File: src/rtl/vmicro16_reset_ctrl.sv
// Reset controller: stretches raw reset and adds APB software reset and an optional watchdog.
// Define VMICRO16_RSTCTRL_WDT_EN to build the watchdog and its registers at word indices 2 and 3.
module vmicro16_reset_ctrl #(
  parameter int                    RST_CYCLES = 4,
  parameter int                    DATA_WIDTH = 16,
  parameter logic [DATA_WIDTH-1:0] SWRST_KEY  = 16'hA5A5
) (
  input  logic                  clk,
  input  logic                  reset,
  input  logic [1:0]            S_PADDR,
  input  logic                  S_PSELx,
  input  logic                  S_PENABLE,
  input  logic                  S_PWRITE,
  input  logic [DATA_WIDTH-1:0] S_PWDATA,
  output logic [DATA_WIDTH-1:0] S_PRDATA,
  output logic                  S_PREADY,
  output logic                  rst_out,
  output logic [2:0]            rst_cause
);

  localparam int CW = $clog2(RST_CYCLES + 1);

  logic [CW-1:0]         cnt;
  logic                  access;
  logic                  wr;
  logic                  cause_clr;
  logic                  sw_trig;
  logic                  wdt_trig;
  logic [DATA_WIDTH-1:0] rd_load;
  logic [DATA_WIDTH-1:0] rd_cnt;

  assign access    = S_PSELx & S_PENABLE;
  assign wr        = access & S_PWRITE;
  assign cause_clr = wr && (S_PADDR == 2'd0);
  assign sw_trig   = wr && (S_PADDR == 2'd1) && (S_PWDATA == SWRST_KEY);
  assign S_PREADY  = 1'b1;

`ifdef VMICRO16_RSTCTRL_WDT_EN
  logic [DATA_WIDTH-1:0] wdt_load;
  logic [DATA_WIDTH-1:0] wdt_cnt;
  logic                  wdt_load_wr;
  logic                  wdt_kick;
  logic                  wdt_run;

  assign wdt_load_wr = wr && (S_PADDR == 2'd2);
  assign wdt_kick    = wr && (S_PADDR == 2'd3);
  // Counter is frozen while the SoC is held in reset.
  assign wdt_run     = (wdt_load != '0) && !rst_out && (wdt_cnt != '0);

  always_comb begin
    wdt_trig = 1'b0;
    if (!wdt_load_wr && !wdt_kick && wdt_run && (wdt_cnt == DATA_WIDTH'(1)))
      wdt_trig = 1'b1;
  end

  always_ff @(posedge clk) begin
    if (reset) begin
      wdt_load <= '0;
      wdt_cnt  <= '0;
    end else if (wdt_load_wr) begin
      wdt_load <= S_PWDATA;
      wdt_cnt  <= S_PWDATA;
    end else if (wdt_kick) begin
      wdt_cnt  <= wdt_load;
    end else if (wdt_run) begin
      wdt_cnt  <= (wdt_cnt == DATA_WIDTH'(1)) ? wdt_load : wdt_cnt - DATA_WIDTH'(1);
    end
  end

  assign rd_load = wdt_load;
  assign rd_cnt  = wdt_cnt;
`else
  assign wdt_trig = 1'b0;
  assign rd_load  = '0;
  assign rd_cnt   = '0;
`endif

  always_ff @(posedge clk) begin
    if (reset) begin
      cnt       <= CW'(RST_CYCLES);
      rst_out   <= 1'b1;
      rst_cause <= 3'b001;
    end else begin
      // A same-cycle clear drops old causes but keeps the new trigger's bit.
      rst_cause <= (cause_clr ? 3'b000 : rst_cause) | {wdt_trig, sw_trig, 1'b0};
      if (sw_trig || wdt_trig) begin
        cnt     <= CW'(RST_CYCLES);
        rst_out <= 1'b1;
      end else if (cnt != '0) begin
        cnt     <= cnt - CW'(1);
        rst_out <= (cnt > CW'(1));
      end
    end
  end

  always_comb begin
    S_PRDATA = '0;
    if (access) begin
      case (S_PADDR)
        2'd0:    S_PRDATA = {{(DATA_WIDTH-3){1'b0}}, rst_cause};
        2'd2:    S_PRDATA = rd_load;
        2'd3:    S_PRDATA = rd_cnt;
        default: S_PRDATA = '0;
      endcase
    end
  end

endmodule

File: config.mk
export PLATFORM = sky130hd
export DESIGN_NAME = vmicro16_reset_ctrl
export DESIGN_NICKNAME = d
export VERILOG_FILES = /design/src/rtl/vmicro16_reset_ctrl.sv
export SDC_FILE = /design/constraint.sdc
export NUM_CORES = 1
export LEC_CHECK = 0
export ABC_AREA = 1
export CORE_MARGIN = 1.5
export CORE_UTILIZATION = 31
export CTS_CLUSTER_DIAMETER = 40
export DETAILED_ROUTE_END_ITERATION = 6
export PLACE_DENSITY = 0.86
export SLEW_MARGIN = 20
export SYNTH_ARGS = -nofsm -noshare
export SYNTH_HDL_FRONTEND = slang
export SYNTH_SLANG_ARGS = --single-unit
File: constraint.sdc
create_clock -name clk -period 1.2 [get_ports clk]
set_input_delay 0.24 -clock clk [delete_from_list [all_inputs] [get_ports clk]]
set_output_delay 0.24 -clock clk [all_outputs]
set_load 0.02 [all_outputs]
==> flow_metrics.tcl, run 1 <==
set metrics [dict create \
    vias 560 \
    critPathCaptureType "output port" \
    min_from "S_PADDR[1]" \
    fill_cells 152 \
    rsz0062_at_grt "no" \
    drive_gt1_share_pct 22.8 \
    critical_path_class "reg -> out" \
    first_pass_iters 4 \
    io_buffer_count 27 \
    layout_common_cells "conb_1, clkdlybuf4s50_1, nand2_1" \
    status "complete, no violations" \
    final_util_pct 52.9 \
    drc 0 \
    synth_area_um2 524 \
    top_layer_used "met4" \
    chipWidth_um 44.1 \
    grt_max_degree 5 \
    grt_pass1_vias 532 \
    antenna_cells 0 \
    crit_required_ns 0.96 \
    crit_chain "dlygate4sd2_1" \
    rows 14 \
    cts_sinks 6 \
    clockBufferDepth 2 \
    finalPower_mw 0.981 \
    dr_wl_met2_um 655 \
    start_kind "flip-flop" \
    hold_viol_final 0 \
    clock_skew_ns 0.00506 \
    layout_min_cycle_time_ns 1.16 \
    routed_wl_um 1260 \
    grt_usage_pct 14.4 \
    nets 142 \
    fin_crit_sh_pct 96.6 \
    post_drt_wl_per_cell_um 9.70 \
    r2r-start "cnt[0]" \
    final_common_cell "conb_1" \
    final_antenna_net_count 0 \
    wl_met1_um 479 \
    ios 44 \
    dieArea_um2 1950 \
    cp-startpoint "rst_cause[0]" \
    slew_violations 0 \
    pre_cts_slack_ns -0.659 \
    core_area_um2 1540 \
    yosysUniqueCellTypes 18 \
    grt_remaining_overflow 0 \
    ys_ff_latch 6 \
    grt_pass1_wl_um 2030 \
    setup_viol 0 \
    worstPathArrival_ns 0.92 \
    intPower_mw 0.594 \
    avgViaCountPerCell 4.31 \
    max_stage_delay_ns 0.34 \
    cts_tree "done" \
    ys_warn_count 0 \
    gp_congestion 0.799 \
    clock_latency_ns 0.25 \
    sw_frac_of_total_pct 39.5 \
    hold_class "in -> reg" \
    max-vdd-ir-drop_mv 0.905 \
    power.share.sequential_pct 29.9 \
    crit_family "buffers and inverters" \
    power_frac_clock_pct 19.3 \
    p_per_area_nw_per_um2 1200 \
    die_h_um 44.1 \
    wl_met3_um 71 \
    cts-root-buf "clkbuf_4" \
    drv_cap 0 \
    hpwl_um 1030 \
    slowest_stage "dlygate4sd2_1" \
    p_sw_mw 0.387 \
    start_util_pct 34.0 \
    cp_num_buf_inv 1 \
    synth_seq_area_share_pct 22.9 \
    syn_to_final_growth_pct 55.6 \
    cts.htree.levels 1 \
    cts_buffers 3 \
    timing.fmax_mhz 863 \
    grt_antenna_before_repair 0 \
    leakage_nw 0.439 \
    setup_ws_ns 0.0411 \
    combinationalPowerShare_pct 50.8 \
    avgSynthCellArea_um2 6.64 \
    syn_inst 79 \
    clk_pin_slew_ns 0.04 \
    drt_iter0_markers 4 \
    crit_path_max_fanout 3 \
]
[worst reg2reg max path, stage by stage (launching register included)]
cell	delay, ns
dfxtp_1	0.35
inv_1	0.09
ha_2	0.21
a21oi_1	0.14
o31a_1	0.14
nand3_1	0.07
[routing by layer]
metal / up-vias / GRT usage, %
met2: 27 / 26.2
met1: 246 / 12.7
li1: 278 / -
met4: 0 / 10.9
met3: 9 / 5.31
met5: - / 0
[power groups by stage]
| stage | clock (mW) | sequential, mW | combinational, mW |
|---|---|---|---|
| finish | 0.189 | 0.293 | 0.499 |
| global route | 0.201 | 0.298 | 0.550 |
| CTS | 0.192 | 0.293 | 0.470 |
| detailed placement | 0 | 0.298 | 0.469 |
| global placement | 0 | 0.292 | 0.445 |
| floorplan | 0 | 0.298 | 0.351 |
[sequential cells by signal, summed over array words and instances (netlist names)]
signal,flops
rst_out,1
cnt,3
rst_cause,2
[cells by family (layout without fill, tap and decap cells)]
logic type / after synthesis / count (layout) / synth area share [%]
adder cells (fa/ha/maj): 3 / 3 / 7.16
other: 2 / 16 / 1.43
XOR/XNOR: 2 / 2 / 3.34
AND/OR/NAND/NOR: 36 / 36 / 29.8
flip-flops: 6 / 6 / 22.9
buffers and inverters: 26 / 47 / 30.1
AO/OA/AOI/OAI: 4 / 4 / 5.25
[synthesized netlist by cell type]
| cell type | number | area, um^2 |
|---|---|---|
| dfxtp_1 | 6 | 120 |
| nand4_1 | 1 | 6.26 |
| ha_1 | 3 | 37.5 |
| xor2_1 | 2 | 17.5 |
| conb_1 | 2 | 7.51 |
| inv_2 | 1 | 3.75 |
| buf_4 | 16 | 120 |
| o31a_1 | 1 | 8.76 |
| nor2_1 | 11 | 41.3 |
| nor2_2 | 2 | 12.5 |
| o21ai_1 | 1 | 5.00 |
| nand2_1 | 16 | 60.1 |
| inv_1 | 9 | 33.8 |
| nand3_1 | 4 | 20.0 |
| nand3_2 | 1 | 10.0 |
| a21oi_2 | 1 | 8.76 |
| or2_1 | 1 | 6.26 |
| a21oi_1 | 1 | 5.00 |
[metrics by stage]
step | hold slack, ns | cell area [um^2] | TNS (ns) | cells
floorplan | 0.302 | 577 | 0 | 93
global placement | 0.461 | 769 | -2.10 | 123
detailed placement | 0.478 | 769 | -2.33 | 123
CTS | 0.498 | 803 | 0 | 129
global route | 0.492 | 816 | 0 | 130
finish | 0.440 | 816 | 0 | 130
[worst paths after layout]
kind | to | slack, ns | cells after the start
setup / recovery | rst_cause[0] | 0.04 | 1
hold / removal | rst_cause[1] | 0.44 | 6
setup reg to reg | rst_out | 0.07 | 5
hold reg to reg | rst_cause[0] | 0.49 | 2
[timing repair]
action                                  in CTS  in global routing
hold buffers                                 0                  0
gates resized for setup                     19                 13
setup buffers                                3                  1
pin swaps                                    3                  9
endpoints found under the setup margin       5                  7
gates cloned                                 0                  0
[final cells by class]
| class | instances | area, um^2 | area share [%] |
|---|---|---|---|
| well taps | 16 | 20.0 | 2.45 |
| clock buffers | 3 | 22.5 | 2.76 |
| inverters | 10 | 37.5 | 4.60 |
| multi-input cells | 61 | 312 | 38.2 |
| repair buffers | 34 | 303 | 37.1 |
| flip-flops and latches | 6 | 121 | 14.9 |
Power figures use the tool's default switching activity.
==> run 2: changes to the inputs <==
--- a/config.mk
+++ b/config.mk
@@ -6,11 +6,12 @@
 export NUM_CORES = 1
 export LEC_CHECK = 0
 export ABC_AREA = 1
+export CELL_PAD_IN_SITES_DETAIL_PLACEMENT = 0
+export CELL_PAD_IN_SITES_GLOBAL_PLACEMENT = 2
 export CORE_MARGIN = 1.5
-export CORE_UTILIZATION = 31
-export CTS_CLUSTER_DIAMETER = 40
+export CORE_UTILIZATION = 14
 export DETAILED_ROUTE_END_ITERATION = 6
-export PLACE_DENSITY = 0.86
+export PLACE_DENSITY = 0.85
 export SLEW_MARGIN = 20
 export SYNTH_ARGS = -nofsm -noshare
 export SYNTH_HDL_FRONTEND = slang
==> run 2 against run 1 <==
- routed wire length decreased by 11%
- hold slack got worse by 0.053 ns
- non-clock buffer count decreased by 3
- first-iteration DRC count increased by 75%
- cell area increased by 4.1%
- combinational power decreased by 4.0%
- utilization decreased by 30 points
- die area increased by 110%
- sequential power about the same
- setup slack improved by 0.024 ns
- cell count increased by 22%
- critical path type is now in -> reg
==> flow_metrics.tcl, run 2 (synthesis results as in run 1) <==
set metrics [dict create \
    worstPathArrival_ns 1.24 \
    finalSetupTns_ns 0 \
    cp_num_buf_inv 2 \
    grt_pass1_wl_um 1880 \
    largest_register_ffs 3 \
    clock_skew_ns 0.00367 \
    drive_gt1_share_pct 19.8 \
    grt_usage_pct 5.90 \
    chipWidth_um 64.2 \
    io_buffer_count 27 \
    crit_top_cell "nand2_1" \
    max_stage_delay_ns 0.46 \
    rsz0062_at_grt "yes" \
    gp_congestion 0.671 \
    cts-root-buf "clkbuf_8" \
    drv_cap 0 \
    placed_area_um2 817 \
    grt_pass1_vias 515 \
    dieArea_um2 4120 \
    drc 0 \
    layout_min_cycle_time_ns 1.14 \
    cts.htree.levels 1 \
    wl_met3_um 109 \
    die_h_um 64.2 \
    setup_viol 0 \
    fill_cells 416 \
    grt_remaining_overflow 0 \
    cts_buffers 3 \
    rrSetupSlack_ns 0.08 \
    grt_antenna_before_repair 0 \
    r2r-start "cnt[0]" \
    slew_violations 0 \
    avgViaCountPerCell 3.22 \
    pre_cts_slack_ns -0.681 \
    grt_max_degree 5 \
    final_area_um2 850 \
    routed_wl_um 1120 \
    start_util_pct 14.4 \
    largest_register "cnt" \
    setup_ws_ns 0.0646 \
    wl_met1_um 456 \
    fin_crit_sh_pct 94.6 \
    min_from "S_PADDR[1]" \
    syn_to_final_growth_pct 62.1 \
    hpwl_um 995 \
    cp-startpoint "S_PWDATA[15]" \
    final_antenna_net_count 0 \
    cts_tree "done" \
    start_kind "primary input" \
    timing.fmax_mhz 881 \
    critical_path_class "in -> reg" \
    whs_ns 0.387 \
    hold_class "in -> reg" \
    crit_chain "clkdlybuf4s50_1 -> nand2_1 -> inv_1 -> nand2_1 -> nor2_2 -> nand3_2 -> nand2_2 -> nor2_1" \
    clock_latency_ns 0.22 \
    top_layer_used "met4" \
    crit_path_max_fanout 4 \
    dr_wl_met2_um 553 \
    max-vdd-ir-drop_mv 0.386 \
    core_area_um2 3630 \
    crit_family "buffers and inverters" \
    clk_pin_slew_ns 0.04 \
    rows 22 \
    drt_iter0_markers 7 \
    nets 139 \
    p_per_area_nw_per_um2 1260 \
    first_pass_iters 2 \
    leakage_nw 0.422 \
    postCtsHoldBufs 0 \
    antenna_cells 0 \
    slowest_stage "clkdlybuf4s50_1" \
    hold_viol_final 0 \
    critPathCaptureType "flip-flop" \
    post_drt_wl_per_cell_um 7.06 \
    cts_sinks 6 \
    status "complete, no violations" \
    top_regs "cnt: 3 flops, rst_cause: 2 flops, rst_out: 1 flops" \
    layout_common_cells "conb_1, clkdlybuf4s50_1, nand2_1" \
    clockBufferDepth 2 \
    ios 44 \
    crit_required_ns 1.30 \
    cts_setup_buffers 0 \
    vias 512 \
]
run 2: changes by cell type in the layout (fill, tap and decap cells not counted):
| cell | change |
|---|---|
| buf_4 | -3 |
| clkdlybuf4s15_1 | +1 |
| clkbuf_8 | +3 |
| dfxtp_1 | +1 |
| buf_2 | -1 |
| dfxtp_2 | -1 |
| clkdlybuf4s50_1 | +1 |
| dlygate4sd2_1 | -1 |
| clkbuf_4 | -3 |
| clkbuf_2 | +1 |
| dlymetal6s2s_1 | -1 |
run 2: timing repair:
item,in CTS,in global routing
gates resized for setup,19,11
pin swaps,3,4
endpoints found under the setup margin,6,7
run 2: per-stage QoR:
stage / instances / power [mW] / utilization, %
2_1_floorplan: 93 / 0.649 / -
3_3_place_gp: 156 / 0.747 / 22.5
3_5_place_dp: 156 / 0.763 / 22.5
4_1_cts: 159 / 1.06 / 23.3
5_1_grt: 159 / 1.18 / 23.4
6_report: 159 / 1.07 / 23.4
run 2: metal layers:
| metal | vias to the layer above | track usage, % |
|---|---|---|
| met5 | - | 0 |
| met4 | 0 | 3.99 |
| met3 | 2 | 2.29 |
| met2 | 25 | 10.3 |
| met1 | 215 | 5.71 |
| li1 | 270 | - |
run 2: final timing paths:
kind / cells after the start / endpoint
max reg2reg: 5 / rst_out
min reg2reg: 3 / rst_cause[0]
min: 5 / rst_cause[0]
max: 8 / cnt[0]
run 2: area by class of cell:
| class | instances | area (um^2) | share of cell area [%] |
|---|---|---|---|
| clock buffer | 3 | 41.3 | 4.86 |
| tap | 48 | 60.1 | 7.07 |
| inverter | 10 | 37.5 | 4.42 |
| sequential | 6 | 120 | 14.1 |
| multi-input combinational | 61 | 312 | 36.7 |
| timing repair buffer | 31 | 279 | 32.8 |
run 2: report_power, final:
group | internal, mW | switching, mW
Clock | 0.216 | 0.0877
Combinational | 0.213 | 0.266
Sequential | 0.255 | 0.0343
Total | 0.684 | 0.388
run 2: worst reg2reg max path, stage by stage, from the launching register on:
cell and delay, ns:
dfxtp_1 0.34, inv_1 0.09, ha_2 0.21, a21oi_1 0.15
o31a_1 0.15, nand3_1 0.06
==> run 3: changes to the inputs <==
--- a/config.mk
+++ b/config.mk
@@ -11,6 +11,7 @@
 export CORE_MARGIN = 1.5
 export CORE_UTILIZATION = 14
 export DETAILED_ROUTE_END_ITERATION = 6
+export HOLD_SLACK_MARGIN = 0.08
 export PLACE_DENSITY = 0.85
 export SLEW_MARGIN = 20
 export SYNTH_ARGS = -nofsm -noshare
==> results of run 3 <==
The final DEF is identical to that of run 2; final timing and power are the same.
==> patch 1, RTL diff (flow settings as in run 1) <==
The parameter `RST_CYCLES` goes from 4 to 8.
--- a/src/rtl/vmicro16_reset_ctrl.sv
+++ b/src/rtl/vmicro16_reset_ctrl.sv
@@ -3,3 +3,3 @@
 module vmicro16_reset_ctrl #(
-  parameter int                    RST_CYCLES = 4,
+  parameter int                    RST_CYCLES = 8,
   parameter int                    DATA_WIDTH = 16,
Check against the original RTL: not equivalent (a bounded check fails within 10 cycles, from zero or initial values and one cycle with reset high).
==> patch 1 against run 1 <==
Total power rose by 9.4%; area after synthesis grew 5.3%; sequential cell count grew 1; routed wire length up 3.8%; maximum frequency decreased by 0.11%; final area increased by 1.1%; setup slack worse by 0.0012 ns; critical endpoint is now S_PRDATA[0].
==> patch 1: results (changes against run 1) <==
metric;value;unit;change
fill_cells;168;;+11%
grt_pass1_wl;2040;um;+0.35%
hpwl;1130;um;+9.9%
r2r_end;cnt[0];;
ys_top_cells_by_area;dfxtp_1 25%, buf_4 22%, nand2_1 9.5%;;
regToRegSetupSlack;0.10;ns;+0.03 ns
synth_cell_types;20;;+2
gp_congestion;0.701;;-12%
drt_iter0_drc;9;;+5
seq_area_frac_synth;25.4;%;+2.5 points
dp_cells;128;;+4.1%
synth_common_cells;16 x buf_4, 14 x nand2_1, 11 x nor2_1, 8 x inv_1, 7 x dfxtp_1;;
wl_per_cell;9.92;um;+2.2%
grt_max_degree;6;;+1
worst_clock_skew;0.00236;ns;-0.00270 ns
placed_cell_area;806;um^2;+4.7%
worst_ir_drop_vdd;0.802;mV;-11%
cts_setup_buffers;0;;-3
top_regs;cnt (4), rst_cause (2), rst_out (1);;
grt_usage;14.4;%;about the same
grt_pass1_vias;490;;-7.9%
status;completed;;
place_ws;-0.687;ns;-0.0276 ns
leakage;0.418;nW;-4.7%
final_layout_size_suffix_gt1_share;20.9;%;-1.9 points
synthCells;82;;+3.8%
-- patch 1: layout make-up --
cell class                 count  area, um^2  area share, %
inverter                       9        33.8           4.10
multi-input combinational     64         318           38.5
tap                           17        21.3           2.58
clock buffer                   4        26.3           3.19
sequential                     7         141           17.1
timing repair buffer          31         284           34.4
-- patch 1: worst max path at each step --
stage	from	endpoint	slack (ns)	depth (start not counted)
after floorplan	cnt[0]	cnt[0]	0.15	5
after global placement	S_PADDR[1]	S_PRDATA[0]	-0.60	5
after detailed placement	S_PADDR[1]	S_PRDATA[0]	-0.69	5
after CTS	rst_cause[0]	rst_cause[0]	0.005	1
after global routing	rst_cause[0]	S_PRDATA[0]	0.001	3
final	rst_cause[0]	S_PRDATA[0]	0.04	3
-- patch 1: worst max-delay path, delay by kind of cell (launching register included) --
kind | cells | cell delay, ns
buffers and inverters | 1 | 0.15
DFF | 1 | 0.34
and+or+nand+nor | 2 | 0.18
-- patch 1: power breakdown --
group	switching (mW)	leakage (nW)	internal, mW
Clock	0.0874	0.0150	0.127
Combinational	0.282	0.346	0.222
Sequential	0.0528	0.0573	0.302
-- patch 1: repair_timing --
action / CTS / global route
resized for setup: 21 / 10
endpoints found under the setup margin: 5 / 7
pin swaps: 4 / 9
cloned: 0 / 0
hold buffers: 0 / 0
-- patch 1: metrics by stage --
stage | hold slack [ns] | util (%) | TNS [ns]
after global placement | 0.468 | 47.7 | -2.55
final | 0.447 | 48.8 | 0
after global routing | 0.491 | 48.8 | 0
after detailed placement | 0.466 | 47.7 | -2.85
after floorplan | 0.302 | - | 0
after CTS | 0.474 | 48.3 | 0
-- patch 1: layer usage --
layer / up-vias / global-route usage (%) / routed length [um]
met5: - / 0 / 0
met4: 0 / 8.24 / 23
met3: 4 / 6.40 / 66
met2: 16 / 26.3 / 764
met1: 251 / 13.0 / 454
li1: 287 / - / -
-- patch 1: cells by family after synthesis --
logic type      Yosys count  share of synthesized area, %
flops                     7                          25.4
fa+ha+maj                 2                          4.53
compound gates            6                          6.35
buf+inv                  25                          27.9
other cells               2                          1.36
simple gates             38                          31.3
xor+xnor                  2                          3.18
==> patch 2, RTL diff (config.mk and constraints of run 1) <==
Made on the original files. Build with the macro `VMICRO16_RSTCTRL_WDT_EN` defined.
--- a/src/rtl/vmicro16_reset_ctrl.sv
+++ b/src/rtl/vmicro16_reset_ctrl.sv
@@ -2,2 +2,4 @@
 // Define VMICRO16_RSTCTRL_WDT_EN to build the watchdog and its registers at word indices 2 and 3.
+`define VMICRO16_RSTCTRL_WDT_EN
+
 module vmicro16_reset_ctrl #(
Behaviour: not the same (a bounded check fails within 4 cycles, from zero or initial values and one cycle with reset high).
==> patch 2 against run 1 <==
The flow now finishes with violations (setup timing); area after synthesis grew to 5.2 times the old value; final area rose to 6.1 times the old value; sequential cell count rose by 33; clock power increased to 5.7 times the old value; global-route usage increased by 9.1 points; setup slack got worse by 0.58 ns; total power grew to 4.9 times the old value; register-to-register slack got worse by 0.61 ns; core utilization rose by 7.1 points; first-iteration DRC count increased to 110 times the old value; worst hold slack lost 0.18 ns; routed wire length increased to 11 times the old value; critical endpoint is now rd_cnt[13]; largest cell class unchanged.
==> patch 2: results (changes against run 1) <==
metric;value;unit;change
ys_top_cells_by_area;dfxtp_1 29%, nand2_1 19%, nor2_1 12%;;
drt_iter0_drc;458;;+454
clkTransAtPathRegs;0.09;ns;+0.05 ns
numCtsBuffers;5;;+2
hpwl;6640;um;+540%
grt_pass1_wl;17900;um;+780%
avgSynthCellArea;5.87;um^2;-12%
instances_no_fill;706;;+440%
clk-insertion-delay-late;0.31;ns;+0.06 ns
first_pass_iters;7;;+3
seq_area_frac_synth;28.7;%;+5.8 points
placed_cell_area;0.00385;mm^2;+400%
synth_compound_area_share;13.1;%;+7.8 points
nets;629;;+340%
portBuffers;42;;+56%
fill_cells;590;;+290%
grt_usage;23.5;%;+9.1 points
setup_viol;52;;+52
synth_cell_types;27;;+9
p_int;2.84;mW;+380%
rr_worst_depth;8;;+3
avgViaCountPerCell;5.66;;+31%
final_layout_size_suffix_gt1_share;49.6;%;+27 points
crit_arrival;1.94;ns;+1.02 ns
worst_slack;-0.538;ns;-0.579 ns
violations;setup timing;;
worst_clock_skew;0.00751;ns;+0.00245 ns
yosysTopAreaCellShare;28.7;%;+5.8 points
grt_pass1_vias;3878;;+630%
clockRootBuffer;clkbuf_8;;
status;complete, but fails checks;;
synth-xor-area-share;0.966;%;-2.4 points
grt_max_degree;15;;+10
synth_common_cells;137 x nand2_1, 84 x nor2_1, 60 x inv_1, 39 x dfxtp_1, 35 x a21oi_1;;
gp_congestion;0.946;;+18%
-- patch 2: changes by cell type after synthesis, moves of 5 or more --
cell,before,now
buf_4,16,1
nand3_1,4,27
nor2_1,11,84
nor2_4,0,5
inv_1,9,60
o21ai_0,0,8
o21a_1,0,6
nand4_1,1,6
nand2_1,16,137
clkbuf_1,0,6
a21oi_1,1,35
dfxtp_1,6,39
nand2_2,0,5
o21ai_1,1,13
-- patch 2: final cells by class --
cell class,count,area [um^2],area share [%]
flip-flops and latches,39,803,16.0
multi-input cells,351,2300,45.9
clock buffers,8,100,2.00
inverters,64,273,5.45
repair buffers,139,1400,28.0
well taps,105,131,2.62
-- patch 2: what timing repair did --
item,4_1_cts,5_1_grt
hold buffers,0,0
resized for setup,219,146
setup endpoints to repair,59,54
pin swaps,48,58
setup buffers,18,9
gates cloned,5,1
-- patch 2: per-stage QoR --
step	power (mW)	TNS [ns]	setup WS [ns]
2_1_floorplan	2.59	-2.40	-0.156
3_3_place_gp	3.11	-39.68	-1.00
3_5_place_dp	3.19	-41.71	-1.03
4_1_cts	4.41	-10.17	-0.270
5_1_grt	5.06	-15.57	-0.557
6_report	4.86	-13.86	-0.538
-- patch 2: power groups by stage --
| stage | sequential [mW] | clock (mW) | combinational [mW] |
|---|---|---|---|
| 4_1_cts | 1.48 | 1.02 | 1.91 |
| 6_report | 1.50 | 1.07 | 2.29 |
| 3_5_place_dp | 1.51 | 0 | 1.69 |
| 5_1_grt | 1.51 | 1.10 | 2.44 |
| 3_3_place_gp | 1.50 | 0 | 1.61 |
| 2_1_floorplan | 1.50 | 0 | 1.09 |
-- patch 2: kinds of logic (layout without fill, tap and decap cells) --
family                     Yosys count  after routing
and+or+nand+nor                    273            275
adders and majority gates            6              6
buffers and inverters               76            211
AOI/OAI and AO/OA                   66             66
other                                1              1
xor gates and xnor gates             3              3
DFF                                 39             39
-- patch 2: worst paths after layout --
check | slack (ns) | end | from
worst max-delay path | -0.54 | rd_cnt[13] | rd_cnt[10]
worst min-delay path | 0.26 | rd_load[0] | S_PWDATA[0]
worst max register to register | -0.54 | rd_cnt[13] | rd_cnt[10]
worst min register to register | 0.55 | rst_out | cnt[2]
-- patch 2: worst max-delay path: stages, from the launching register on --
cell and delay [ns]:
dfxtp_1 0.36, nor2_2 0.17, nand2_2 0.11, nor2_4 0.22
nand2_2 0.11, nand3_4 0.18, nand2_8 0.13, o21ai_2 0.25
nor2_1 0.09
-- patch 2: metal layers --
metal  GRT usage [%]  part of all wire, %  up-vias
met5               0                    0        -
met4            17.9                  9.6        0
met3            4.99                  8.3      119
met2            42.9                   48      324
met1            23.0                   34     1833
li1                -                    -     1722
